--- src/rtl/multi_and_pkg.sv ---
// Shared constants and elaboration helpers for the pipelined AND-tree reduction.
package multi_and_pkg;

    localparam logic [1:0] OP_AND  = 2'b00;
    localparam logic [1:0] OP_NAND = 2'b01;
    localparam logic [1:0] OP_NOR  = 2'b10;
    localparam logic [1:0] OP_OR   = 2'b11;

    // Number of 4-ary levels needed to cover n inputs (0 for n <= 1).
    function automatic int clog4(input int n);
        int s;
        int p;
        s = 0;
        p = 1;
        for (int i = 0; i < 16; i++) begin
            if (p < n) begin
                p = p * 4;
                s = s + 1;
            end
        end
        return s;
    endfunction

    // Bit offset of tree level k inside the flattened level vector.
    function automatic int lvl_off(input int padw, input int k);
        int o;
        o = 0;
        for (int j = 0; j < 16; j++) begin
            if (j < k) o = o + (padw >> (2 * j));
        end
        return o;
    endfunction

endpackage

--- src/rtl/and_reduce_stage.sv ---
// One tree level: IN_W/4 AND4 cells feeding a registered, flow-controlled stage.
module and_reduce_stage
    import multi_and_pkg::*;
#(
    parameter int IN_W = 4
) (
    input  logic                clk,
    input  logic                rst_n,
    input  logic                in_valid_i,
    output logic                in_ready_o,
    input  logic [IN_W-1:0]     in_data_i,
    input  logic [1:0]          in_op_i,
    output logic                out_valid_o,
    input  logic                out_ready_i,
    output logic [IN_W/4-1:0]   out_data_o,
    output logic [1:0]          out_op_o
);
    localparam int OUT_W = IN_W / 4;

    logic [OUT_W-1:0] red_d;
    logic [OUT_W-1:0] data_q;
    logic [1:0]       op_q;
    logic             valid_q;

    for (genvar i = 0; i < OUT_W; i++) begin : g_cell
        PNU_AND4 u_and4 (
            .a_i (in_data_i[4*i +: 4]),
            .y_o (red_d[i])
        );
    end

    // An empty register always accepts, so bubbles collapse under a stall.
    assign in_ready_o = !valid_q || out_ready_i;

    always_ff @(posedge clk or negedge rst_n) begin
        if (!rst_n) begin
            valid_q <= 1'b0;
            data_q  <= '0;
            op_q    <= '0;
        end else if (in_ready_o) begin
            valid_q <= in_valid_i;
            if (in_valid_i) begin
                data_q <= red_d;
                op_q   <= in_op_i;
            end
        end
    end

    assign out_valid_o = valid_q;
    assign out_data_o  = data_q;
    assign out_op_o    = op_q;

endmodule

--- src/rtl/pnu_and4.sv ---
// Four-input AND leaf cell used to build the reduction tree.
module PNU_AND4 (
    input  logic [3:0] a_i,
    output logic       y_o
);
    assign y_o = &a_i;
endmodule

--- src/rtl/multi_and_reduce_pipe.sv ---
// Pipelined AND/NAND/OR/NOR reduction of WIDTH bits with valid/ready flow control.
module multi_and_reduce_pipe
    import multi_and_pkg::*;
#(
    parameter int WIDTH = 16
) (
    input  logic             clk,
    input  logic             rst_n,
    input  logic             in_valid,
    output logic             in_ready,
    input  logic [WIDTH-1:0] in_data,
    input  logic [1:0]       in_op,
    output logic             out_valid,
    input  logic             out_ready,
    output logic             out,
    output logic [1:0]       out_op
);
    localparam int STAGES = (clog4(WIDTH) < 1) ? 1 : clog4(WIDTH);
    localparam int PADW   = 4 ** STAGES;
    localparam int TOTW   = lvl_off(PADW, STAGES + 1);

    logic [PADW-1:0]        padded;
    logic [TOTW-1:0]        lvl;
    logic [STAGES:0]        vld_pipe;
    logic [STAGES:0][1:0]   op_pipe;

    // NOR/OR invert the operand first; pad with 1s so extra tree inputs are inert.
    always_comb begin
        padded              = '1;
        padded[WIDTH-1:0]   = in_data ^ {WIDTH{in_op[1]}};
    end

    assign lvl[PADW-1:0] = padded;
    assign vld_pipe[0]   = in_valid;
    assign op_pipe[0]    = in_op;

    for (genvar k = 0; k < STAGES; k++) begin : g_stage
        localparam int IN_W  = PADW >> (2 * k);
        localparam int I_OFF = lvl_off(PADW, k);
        localparam int O_OFF = lvl_off(PADW, k + 1);

        logic rdy_up;
        logic rdy_dn;

        // Ready chains through per-stage nets so it stays purely combinational.
        if (k == STAGES - 1) begin : g_last
            assign rdy_dn = out_ready;
        end else begin : g_mid
            assign rdy_dn = g_stage[k+1].rdy_up;
        end

        and_reduce_stage #(.IN_W(IN_W)) u_stage (
            .clk         (clk),
            .rst_n       (rst_n),
            .in_valid_i  (vld_pipe[k]),
            .in_ready_o  (rdy_up),
            .in_data_i   (lvl[I_OFF +: IN_W]),
            .in_op_i     (op_pipe[k]),
            .out_valid_o (vld_pipe[k+1]),
            .out_ready_i (rdy_dn),
            .out_data_o  (lvl[O_OFF +: IN_W/4]),
            .out_op_o    (op_pipe[k+1])
        );
    end

    assign in_ready  = g_stage[0].rdy_up;
    assign out_valid = vld_pipe[STAGES];
    assign out_op    = op_pipe[STAGES];
    assign out       = op_pipe[STAGES][0] ^ lvl[TOTW-1];

endmodule

--- config.mk ---
export PLATFORM = sky130hd
export DESIGN_NAME = multi_and_reduce_pipe
export DESIGN_NICKNAME = d
export VERILOG_FILES = /design/src/rtl/multi_and_pkg.sv /design/src/rtl/and_reduce_stage.sv /design/src/rtl/pnu_and4.sv /design/src/rtl/multi_and_reduce_pipe.sv
export SDC_FILE = /design/constraint.sdc
export NUM_CORES = 1
export LEC_CHECK = 0
export ABC_AREA = 1
export BUFFER_PORTS_ARGS = -buffer_cell sky130_fd_sc_hd__buf_2
export CORE_AREA = 10 10 47 49
export CTS_CLUSTER_DIAMETER = 40
export DETAILED_ROUTE_END_ITERATION = 10
export DIE_AREA = 0 0 57 59
export HOLD_SLACK_MARGIN = 0.1
export PLACE_DENSITY_LB_ADDON = 0.08
export SYNTH_ARGS = -nofsm -noshare
export SYNTH_HDL_FRONTEND = slang
export SYNTH_SLANG_ARGS = --single-unit
--- constraint.sdc ---
create_clock -name clk -period 1.6 [get_ports clk]
set_clock_uncertainty 0.05 [all_clocks]
set_input_delay 0.08 -clock clk [delete_from_list [all_inputs] [get_ports clk]]
set_output_delay 0.08 -clock clk [all_outputs]
set_load 0.02 [all_outputs]
[Word level (Yosys, flattened, before mapping)]
Index checks and enable logic that the tools add are counted.
Storage, ports and cells
  flip-flop bits (word level): 11
  output and inout port bits: 5
  logic and storage cells: 19
Operators by class
  bitwise logic cells: 2
  reductions and logical operators: 11
Operators by type and width (number)
  $reduce_and A4 Y1: 5
  $xor A16 B16 Y16: 1
  $reduce_and A2 Y1: 2
  $logic_not A1 Y1: 2
  $logic_or A1 B1 Y1: 2
  $xor A1 B1 Y1: 1

[Logic depth before layout (Yosys ltp)]
Gate-level depths: netlist of run 1.
  depth in word-level cells: 4
  mapped depth: 6
  gate-level depth less buffers: 6

[By module]
Synthesis of run 1 repeated with hierarchy kept, for this count alone.
Second synthesis, totals
  cell total of the unflattened synthesis: 134
  area total of the unflattened synthesis: 810.8 µm²
By module, submodules not included
  multi_and_reduce_pipe: instances 1, cells each 73, area an instance 311.5 µm², seq. area each 0.0 µm²
  and_reduce_stage at g_stage[0].u_stage: instances 1, cells each 29, area an instance 275.3 µm², seq. area each 175.2 µm²
  and_reduce_stage at g_stage[1].u_stage: instances 1, cells each 17, area an instance 167.7 µm², seq. area each 100.1 µm²
  PNU_AND4: instances 5, cells each 3, area an instance 11.3 µm², seq. area each 0.0 µm²

[Worst setup path after synthesis of run 1]
No wires, ideal clock.
  path kind: register to register
  start point: register g_stage[1].u_stage.valid_q
  end point: register g_stage[0].u_stage.data_q[0]
  arrival: 912 ps
  data required time: 1434 ps
  slack: 522 ps
  cell stages (with the launch flop): 6
  clock period less this slack: 1078 ps
  cell sequence: dfrtp_1 -> nand3_4 -> nand2_8 -> inv_4 -> nand2_1 -> nand2_1
Between the ends
  cells in the longest elaborated chain, start to end: 4
Ends and longest elaborated chain
  start: declaration: line and_reduce_stage.sv:23  | logic valid_q;
  start signal: assignment: line and_reduce_stage.sv:41  | valid_q <= in_valid_i;
  $logic_not A1 Y1: line and_reduce_stage.sv:33  | assign in_ready_o = !valid_q || out_ready_i;
  $logic_or A1 B1 Y1 (2 in series): line and_reduce_stage.sv:33
  net in_ready: line multi_and_reduce_pipe.sv:10  | output logic in_ready,
  $reduce_and A2 Y1 (no source line)
  end signal: assignment: line and_reduce_stage.sv:43  | data_q <= red_d;
  end: declaration: line and_reduce_stage.sv:21  | logic [OUT_W-1:0] data_q;
The timed path passes the listed nets, and every way through them passes these cells.
A chain may end at the register's enable or synchronous reset.

[Worst setup path after layout of run 1]
  start point: input out_ready
  end point: register g_stage[0].u_stage.op_q[1]
Between the ends
  cells in the longest elaborated chain, start to end: 3
Ends and longest elaborated chain
  start: declaration: line multi_and_reduce_pipe.sv:14  | input logic out_ready,
  $logic_or A1 B1 Y1 (2 in series): line and_reduce_stage.sv:33
  $reduce_and A2 Y1 (no source line)
  end signal: assignment: line and_reduce_stage.sv:44  | op_q <= in_op_i;
  end: declaration: line and_reduce_stage.sv:22  | logic [1:0] op_q;
Every way passes these cells.

==> results by stage, run 1 <==
CTS:
- The number of clock sinks is 11.
- Clock tree synthesis selected as its root buffer the cell sky130_fd_sc_hd__clkbuf_4.
- The number of buffers between clock root and the deepest sink is 2.
- After clock tree synthesis, the clock-pin slew on the worst setup and hold paths is roughly 70 ps.
- In this run, CTS created clock tree buffers numbering 3.
- The number of H-tree levels is 1.
- The worst-skew pair later-pin latency is 270 ps.
- TritonCTS built the clock tree.
- Once the clock tree was built, the resizer swapped 0 gates to a different size.

Outcome:
- The run finished with clean final reports.

Worst setup path:
- The critical path required time is 1760 ps.
- On the critical path, the stage with the largest delay is an instance of sky130_fd_sc_hd__dlygate4sd3_1.
- Walking the worst path, the cells encountered are dlygate4sd3_1 -> buf_2 -> inv_2 -> nand3_4 -> nand2_8 -> nand2_1 -> o21ai_1 -> dlygate4sd3_1.
- On the worst path, the slowest cell contributes a delay of around 550 ps.
- STA classifies the critical path endpoint as a register.
- Counting both buffers and inverters, the worst setup path holds a total of 4.
- On the critical path the largest part of the delay comes from buffers and inverters.
- The most numerous cell type found on the critical path is sky130_fd_sc_hd__dlygate4sd3_1.
- Along the worst path, the maximum fanout reaches 9.
- In this run the critical register-to-register path is launched from g_stage[0].u_stage.out_valid_o$_DFFE_PN0P_.
- The startpoint type of the worst setup path is an input port.
- The class of the most critical setup path is in2reg.
- The arrival time reported for the critical path endpoint is 1670 ps.
- The depth of the worst register-to-register path is 5.
- Across all register-to-register paths, the minimum setup slack is around 130 ps.
- The endpoint identified for the worst register-to-register timing path is g_stage[0].u_stage.out_op_o[1]$_DFFE_PN0P_.

Hold path:
- The path with the worst hold slack has its endpoint at g_stage[0].u_stage.out_data_o[3]$_DFFE_PN0P_.
- The path class of the tightest hold or removal check is in2reg.
- The launch instance of the worst min-delay path is in_data[15].
- The worst hold path stage count is 6.

Pwr:
- The clock network burns between 20% and 30% of the power.
- The worst IR drop on VDD is 0.3661 mV.
- The power density relative to cell area is 878.3 mW/mm².
- The leakage power is approximately 0.51 nW.
- In this run the power spent charging and discharging nets is between 0.2 and 0.25 mW.
- Per report_power, the combinational group accounts for 28.6% of the total.
- The sequential group share of total power is 46.1%.
- The net switching share of the total power is between 30 and 40%.
- The internal power contribution is approximately 0.50 mW.

Yosys:
- The post-synthesis sequential element count is 11.
- When the netlist entered floorplanning its net count stood at ~110.
- The sequential-to-total area share from yosys stat is between 40% and 50%.
- The number of library cell types mapped by synthesis is 12.
- The portion of synthesized cell area occupied by the leading cell type is a little under half.
- The mapped netlist covers 610.6 µm².
- The top cell type by total area after synthesis is sky130_fd_sc_hd__dfrtp_1.
- Synthesis produced a netlist whose cell count is just under 90.
- After synthesis, the mean cell area works out to 7.018 µm².
- The Yosys step of the flow raised 0 warnings.
- After synthesis, the cell types taking the most area are sky130_fd_sc_hd__dfrtp_1 45%, sky130_fd_sc_hd__nand2_1 23%, sky130_fd_sc_hd__nor2_1 9.8%.

GRT:
- The first global-routing pass estimated roughly 2600 µm of wire.
- The pin count of the biggest net entering global routing is 12.
- The number of global-route vias before repair came to 660.
- The number of antenna violations at the first check in global routing is 0.
- Global routing used 9.230% of the available tracks.
- The aggregate global routing overflow is 0.

Job:
- The number of max-capacitance violations reported is 0.

Timing:
- The worst path uses 94.45% of the clock period.
- The hold violation total from the final report is 0.
- Setup violations remaining at the end of the flow were counted as 0.
- The maximum clock frequency is 661.7 MHz.
- The setup TNS is 0 ps.
- The slew at the pin closest to its max-slew limit is about 240 ps.
- The max-slew violation total from the final report is 0.
- The smallest clock period supported by the final layout is computed as between 1500 and 2000 ps.
- Setup repair after global routing left no endpoint under its margin.
- The worst slew margin relative to its limit is 84.28%.

Layout:
- The count of placed standard cells in the final layout, fillers left out is 139.
- The final layout net count is about 150.
- The area overhead of the layout relative to synthesis is 38.73%.
- In the final layout, flip-flops and latches occupy between 200 and 300 µm².
- The share of cells above drive strength 1 is approximately 28%.
- The multi-input combinational cells in the finished layout cover a total of roughly 290 µm².
- The number of fillers in the final layout is 133.
- 0 antenna diodes ended up in the layout.

Routing:
- Summed over all layers, the routed wires come to around 1400 µm.
- In the final routed layout, each cell accounts on average for 10.06 µm.
- The final antenna-violating net count is 0.
- The mean number of vias per cell is 4.554.
- In this run, the number of DRC markers left after iteration 0 of detailed routing was 10.
- The total iterations of the first detailed-routing run is 4.
- The number of vias in the routed layout is between 600 and 700.
- In the routed design, unresolved DRC markers number 0.

Die:
- The horizontal die dimension is approximately 57 µm.
- The floorplan has 14 rows.
- The floorplan step defined a core boundary enclosing 0.001401 mm².
- The floorplan step defined a die boundary enclosing ~0.0034 mm².
- The initial core utilization is between 40% and 50%.
- The boundary pin count is 27.
- From bottom edge to top edge, the die measures 59 µm.

Placement:
- At the end of routability-driven placement, the weighted congestion stood at 0.7260.
- Summed over all nets, the half-perimeter wirelength after detailed placement is between 1000 and 1500 µm.
- Once placement completed, the tool counted placed cells totaling ~130.
- In this run the tool buffered the top-level ports with 26 buffer cells.
-- state kept, by name, summed over array words and instances, names as in the netlist --
| register | flops |
|---|---|
| g_stage.u_stage.out_data_o | 5 |
| g_stage.u_stage.out_valid_o | 2 |
| g_stage.u_stage.out_op_o | 4 |
-- cells in the mapped netlist --
library cell	count
sky130_fd_sc_hd__nand2_1	37
sky130_fd_sc_hd__nor2_1	16
sky130_fd_sc_hd__dfrtp_1	11
sky130_fd_sc_hd__inv_1	8
sky130_fd_sc_hd__nand3_1	6
sky130_fd_sc_hd__inv_2	2
sky130_fd_sc_hd__o21ai_1	2
sky130_fd_sc_hd__inv_4	1
sky130_fd_sc_hd__nand2_8	1
sky130_fd_sc_hd__nand3_4	1
sky130_fd_sc_hd__nand4_1	1
sky130_fd_sc_hd__xor2_1	1
-- through the flow --
stage               util, %  area (µm²)  power (mW)  hold WS (ps)  setup WS, ps
global placement      54.29       760.7      0.5430        -90.92         609.8
detailed placement    54.29       760.7      0.5480        -91.55         606.5
floorplan                 -       610.6      0.4628        -265.6         521.7
CTS                   60.45       847.1      0.7601         108.3         107.9
finish                60.45       847.1      0.7440         118.7         88.73
global route          60.45       847.1      0.7910         155.1         17.98
-- power by group through the flow --
| stage | registers (mW) | logic [mW] | clock network [mW] |
|---|---|---|---|
| after floorplan | 0.370 | 0.0927 | 0 |
| after global placement | 0.347 | 0.196 | 0 |
| after detailed placement | 0.349 | 0.199 | 0 |
| after CTS | 0.344 | 0.217 | 0.199 |
| after global routing | 0.348 | 0.240 | 0.203 |
| final | 0.343 | 0.213 | 0.188 |
-- tightest hold or removal path, delay by kind of cell --
family                 cells  cell delay [ps]
buffers and inverters      2              110
AND/OR/NAND/NOR            4              210
-- layout by cell type (no fill, tap or decap), drive strengths merged --
cell         count
inv             11
dlygate4sd3      6
xor2             1
o21ai            2
nand4            1
nor2            16
buf             26
nand3            7
clkbuf           4
dfrtp           11
nand2           38
-- per-layer routing --
layer	vias to the layer above	part of all wire, %	track usage (%)
li1	338	-	-
met1	269	43	10.20
met2	22	47	14.88
met3	4	6.9	2.361
met4	0	3.1	7.047
met5	-	0	0
-- how the worst max path moves through the flow --
stage,start,endpoint,slack [ps],depth (start not counted)
global route,out_ready,g_stage[0].u_stage.out_op_o[1]$_DFFE_PN0P_,20,8
CTS,out_ready,g_stage[0].u_stage.out_op_o[1]$_DFFE_PN0P_,110,8
global placement,g_stage[1].u_stage.out_valid_o$_DFFE_PN0P_,g_stage[1].u_stage.out_data_o$_DFFE_PN0P_,610,4
finish,out_ready,g_stage[0].u_stage.out_op_o[1]$_DFFE_PN0P_,90,8
floorplan,g_stage[1].u_stage.out_valid_o$_DFFE_PN0P_,g_stage[0].u_stage.out_data_o[0]$_DFFE_PN0P_,520,5
detailed placement,g_stage[1].u_stage.out_valid_o$_DFFE_PN0P_,g_stage[1].u_stage.out_data_o$_DFFE_PN0P_,610,4
-- layout make-up --
| cell class | count | share of cell area, % |
|---|---|---|
| Clock buffer | 4 | 3.102 |
| Inverter | 11 | 5.170 |
| Sequential cell | 11 | 32.50 |
| Timing Repair Buffer | 32 | 22.45 |
| Tap cell | 16 | 2.363 |
| Multi-Input combinational cell | 65 | 34.42 |
-- what timing repair did --
action	4_1_cts	5_1_grt
hold buffers	6	0
hold endpoints to repair	15	0
setup buffers	0	0
-- kinds of logic (layout without fill, tap and decap cells) --
| family | count (synthesis) | in the layout | share of synthesized area [%] |
|---|---|---|---|
| compound gates | 2 | 2 | 1.639 |
| xor+xnor | 1 | 1 | 1.435 |
| buf+inv | 11 | 47 | 7.173 |
| flops | 11 | 11 | 45.08 |
| simple gates | 62 | 62 | 44.67 |
Note: power is estimated with default switching activity, not from simulation.
==> inputs of run 2 (changes only) <==
--- a/config.mk
+++ b/config.mk
@@ -5,9 +5,9 @@
 export SDC_FILE = /design/constraint.sdc
 export NUM_CORES = 1
 export LEC_CHECK = 0
-export ABC_AREA = 1
 export BUFFER_PORTS_ARGS = -buffer_cell sky130_fd_sc_hd__buf_2
 export CORE_AREA = 10 10 47 49
+export CTS_BUF_LIST = sky130_fd_sc_hd__clkbuf_4 sky130_fd_sc_hd__clkbuf_8
 export CTS_CLUSTER_DIAMETER = 40
 export DETAILED_ROUTE_END_ITERATION = 10
 export DIE_AREA = 0 0 57 59
@@ -16,3 +16,4 @@
 export SYNTH_ARGS = -nofsm -noshare
 export SYNTH_HDL_FRONTEND = slang
 export SYNTH_SLANG_ARGS = --single-unit
+export TNS_END_PERCENT = 100
==> run 2 against run 1 <==
Worst setup slack got worse by 66 ps. Synthesized cell count decreased by 41%. Wire length is 1.7% higher. Largest cell class unchanged. Via count is 13% lower. Sequential cell count did not move. Clock power rose by 8%.
==> results by stage, run 2 <==
Worst setup path:
- Among all stages on the critical path, the largest delay is contributed by sky130_fd_sc_hd__dlygate4sd3_1.
- Together, buffers and inverters on the worst path number 3.
- The arrival time reported for the critical path endpoint is between 1500 and 2000 ps.
- The class of the most critical setup path is in2reg.
- For the worst setup path, the data required time is 1690 ps.
- Traced cell by cell, the critical path runs through dlygate4sd3_1 -> buf_2 -> and2b_2 -> nand4_1 -> dlygate4sd3_1 -> a41oi_2.
- STA classifies the critical path startpoint as an input port.
- In this design, the stage delay of the slowest critical-path cell is 560 ps.
- The most common cell type on the critical path is sky130_fd_sc_hd__dlygate4sd3_1.
- In this run the worst path has a maximum fanout of 2.
- The category of cells accounting for the largest share of critical-path delay is buffers and inverters.
- The endpoint class of the critical path is a register.

Outcome:
- The flow ran to the end, and the final reports show no timing, DRC or antenna violations.

GRT:
- Entering global routing, the biggest net connects 12 pins.
- The most congested layer reported by global routing is met2.
- The number of antenna violations at the first check in global routing is 0.
- The all-layer global routing usage is about a tenth.
- The met3 global-route usage is between 5 and 6%.
- The number of global-route vias before repair is 617.
- The aggregate global routing overflow is 0.
- The met2 capacity usage during global routing is ~16%.
- The routing usage on met1 is 10.62%.
- The first global-routing pass estimated 2746 µm of wire.

Placement:
- The final HPWL from detailed placement is 1093 µm.
- The number of buffers inserted by port buffering is 26.
- Once placement completed, the tool counted placed cells totaling 93.
- Routability-driven placement finished with a final weighted congestion of a little under 0.7.
- The total cell area at the placement stage is roughly 700 µm².

Routing:
- The average routed wire per standard cell is roughly 13 µm.
- The number of vias in the routed layout is between 500 and 600.
- For this run, design rule violations remaining after detail routing come to 0.
- Wires add up to between 1000 and 1500 µm.
- The number of design-rule violations left by the first detailed-router iteration is 7.
- The total iterations of the first detailed-routing run is 4.
- Using the TritonRoute via totals, the vias-per-cell ratio works out to just over 5.
- The final antenna-violating net count is 0.

Pwr:
- The share of power burned in combinational logic is between 20% and 30%.
- Sequential cells burn a little under half of the power.
- Per report_power, the clock group accounts for approximately 28% of the total.
- The power density relative to cell area is about 840 mW/mm².
- The leakage power is 0.4092 nW.
- The internal power contribution is around 0.53 mW.
- The worst-case IR drop observed on VDD is 0.3162 mV.
- The analysis attributes to net switching a power of about 0.21 mW.
- The net switching share of the total power is between 20% and 30%.
- The power after layout is roughly 0.73 mW.

Layout:
- The number of antenna diodes in the final layout is 0.
- The final layout net count is 117.
- The library cell used most frequently in the layout, excluding fill and tap cells, is sky130_fd_sc_hd__buf_2.
- In the layout the commonest cells are 26 x sky130_fd_sc_hd__buf_2, 13 x sky130_fd_sc_hd__dlygate4sd3_1, 11 x sky130_fd_sc_hd__dfrtp_1, 6 x sky130_fd_sc_hd__nor2_1.
- In the final layout, the share of cells above drive strength 1 is 42.55%.
- The register with the most flip-flops in the layout has 5 of them.
- Excluding fillers, the count of instances in the completed layout stands at 110.
- The final design area excluding fillers is between 800 and 900 µm².
- The area growth from synthesis to layout is 59.77%.

Yosys:
- The mean post-synth cell area is between 10 and 15 µm².
- In the synthesized netlist the dominant register cell turns out to be sky130_fd_sc_hd__dfrtp_1.
- The fraction of registers with async set or reset after synthesis is 100.0%.
- The number of library cell types mapped by synthesis is 18.
- Counting every net in the synthesized netlist gives between 70 and 80.
- Yosys printed 0 warnings.
- The cell area after synthesis is about 550 µm².
- For this run, the register share of the synthesized area comes to about half.
- Sorting the synthesized cells by area gives the leading types as sky130_fd_sc_hd__dfrtp_1 50%, sky130_fd_sc_hd__mux2_2 8.2%, sky130_fd_sc_hd__a41oi_1 4.8%.
- After technology mapping, the gate count stands at 51.
- The most repeated cell in the gate-level netlist after synthesis is sky130_fd_sc_hd__dfrtp_1.
- The synthesized design contains 0 enable-type register cells.
- The portion of synthesized cell area occupied by the leading cell type is approximately half.
- The commonest cells after synthesis are 11 x sky130_fd_sc_hd__dfrtp_1, 6 x sky130_fd_sc_hd__nor2_1, 4 x sky130_fd_sc_hd__mux2_2, 4 x sky130_fd_sc_hd__nand4_1.
- After synthesis the netlist holds a flip-flop and latch count of 11.
- The top cell type by total area after synthesis is sky130_fd_sc_hd__dfrtp_1.

Die:
- The horizontal die dimension is 57 µm.
- The number of standard-cell rows in the floorplan is 14.
- The boundary pin count is 27.
- Once the floorplan was initialized, standard cells occupied roughly 39% of the core.
- The floorplan step defined a die boundary enclosing around 0.0034 mm².
- The core box area is between 0.001 and 0.0015 mm².
- The chip height is 59 µm.

Timing:
- The worst slew margin relative to its limit is a little over four fifths.
- The number of failing setup endpoints in the final timing report is 0.
- The max-slew violation total from the final report came to 0.
- Derived from the worst setup path, the maximum achievable clock frequency is 634.2 MHz.
- The hold violation total from the final report is 0.
- At the pin with the least slew margin, the transition time is 241.1 ps.
- The portion of the clock cycle consumed by the worst path in the final layout is between 90% and 100%.
- The post-route minimum period is approximately 1600 ps.
- The worst hold margin is roughly 90 ps.

CTS:
- The library cell used as clock root buffer is sky130_fd_sc_hd__clkbuf_4.
- The number of buffers between clock root and the deepest sink is 2.
- TritonCTS created 3 clock buffers.
- In this run the number of H-tree levels came out at 1.
- The TritonCTS clock tree is built.
- After clock tree synthesis, the setup repair step added 0 buffers.
- The worst-skew pair later-pin latency is roughly 270 ps.
- The tree built by TritonCTS fans out to 11 sinks.
- After clock tree synthesis, the clock-pin slew on the worst setup and hold paths is 70 ps.

Hold path:
- The path type of the worst min-delay path is in2reg.

Job:
- The tool flagged a number of max-cap violations equal to 0.
==> run 2: cell types whose count changed in the layout (fill, tap and decap cells not counted), sizes merged, moves of 4 or more <==
| cell | change |
|---|---|
| nand3 | -4 |
| mux2 | +5 |
| nor2 | -10 |
| nand2 | -36 |
| inv | -10 |
| dlygate4sd3 | +7 |
==> run 2: final timing paths <==
kind	startpoint	end	slack (ps)	cells after the start
min in group asynchronous	rst_n	g_stage[1].u_stage.out_data_o$_DFFE_PN0P_	140	2
hold / removal	in_data[10]	g_stage[0].u_stage.out_data_o[2]$_DFFE_PN0P_	90	3
max in group asynchronous	rst_n	g_stage[0].u_stage.out_data_o[0]$_DFFE_PN0P_	1150	2
setup / recovery	in_data[4]	g_stage[0].u_stage.out_data_o[1]$_DFFE_PN0P_	20	6
hold reg to reg	g_stage[0].u_stage.out_valid_o$_DFFE_PN0P_	g_stage[1].u_stage.out_valid_o$_DFFE_PN0P_	440	1
setup reg to reg	g_stage[1].u_stage.out_valid_o$_DFFE_PN0P_	g_stage[0].u_stage.out_op_o[0]$_DFFE_PN0P_	470	3
==> run 2: kinds of logic after synthesis <==
| group | share of synthesized area [%] |
|---|---|
| simple gates | 25.68 |
| flops | 50.00 |
| mux | 13.86 |
| compound gates | 7.500 |
| buf+inv | 1.362 |
| xor+xnor | 1.591 |
==> run 2: routing by layer <==
| metal | up-vias | part of all wire (%) |
|---|---|---|
| met1 | 252 | 40 |
| met4 | 0 | 1.7 |
| met3 | 2 | 11 |
| met5 | - | 0 |
| li1 | 274 | - |
| met2 | 25 | 48 |
==> run 2: power groups by stage <==
stage          Sequential [mW]  Combinational [mW]  Clock (mW)
2_1_floorplan            0.357              0.0769           0
3_3_place_gp             0.340               0.170           0
3_5_place_dp             0.341               0.171           0
4_1_cts                  0.336               0.196       0.210
5_1_grt                  0.341               0.218       0.229
6_report                 0.336               0.196       0.203
==> run 2: what timing repair did <==
action / CTS / global route
endpoints found under the hold margin: 17 / 0
hold buffers: 16 / 0
resized for setup: 0 / 2
setup endpoints to repair: 0 / 3
==> run 2: worst reg2reg max path: stages (launching register included) <==
cell and delay, ps:
sky130_fd_sc_hd__dfrtp_1 360, sky130_fd_sc_hd__nand3b_1 110, sky130_fd_sc_hd__nand2_1 140, sky130_fd_sc_hd__mux2_2 340
==> run 2: final cells by class <==
| class | instances | area [µm²] |
|---|---|---|
| repair buffers | 40 | 267.8 |
| clock buffers | 4 | 30.03 |
| well taps | 16 | 20.02 |
| inverters | 1 | 3.754 |
| flip-flops and latches | 11 | 275.3 |
| multi-input cells | 38 | 282.8 |
| fillers | 116 | 521.8 |
==> run 2: per-stage QoR <==
stage	setup slack, ps	setup TNS [ps]	utilization (%)
final	23.22	0	62.77
after global routing	-4.343	-4.343	62.77
after CTS	53.41	0	63.84
after detailed placement	479.0	0	50.27
after global placement	481.8	0	50.27
after floorplan	39.46	0	-
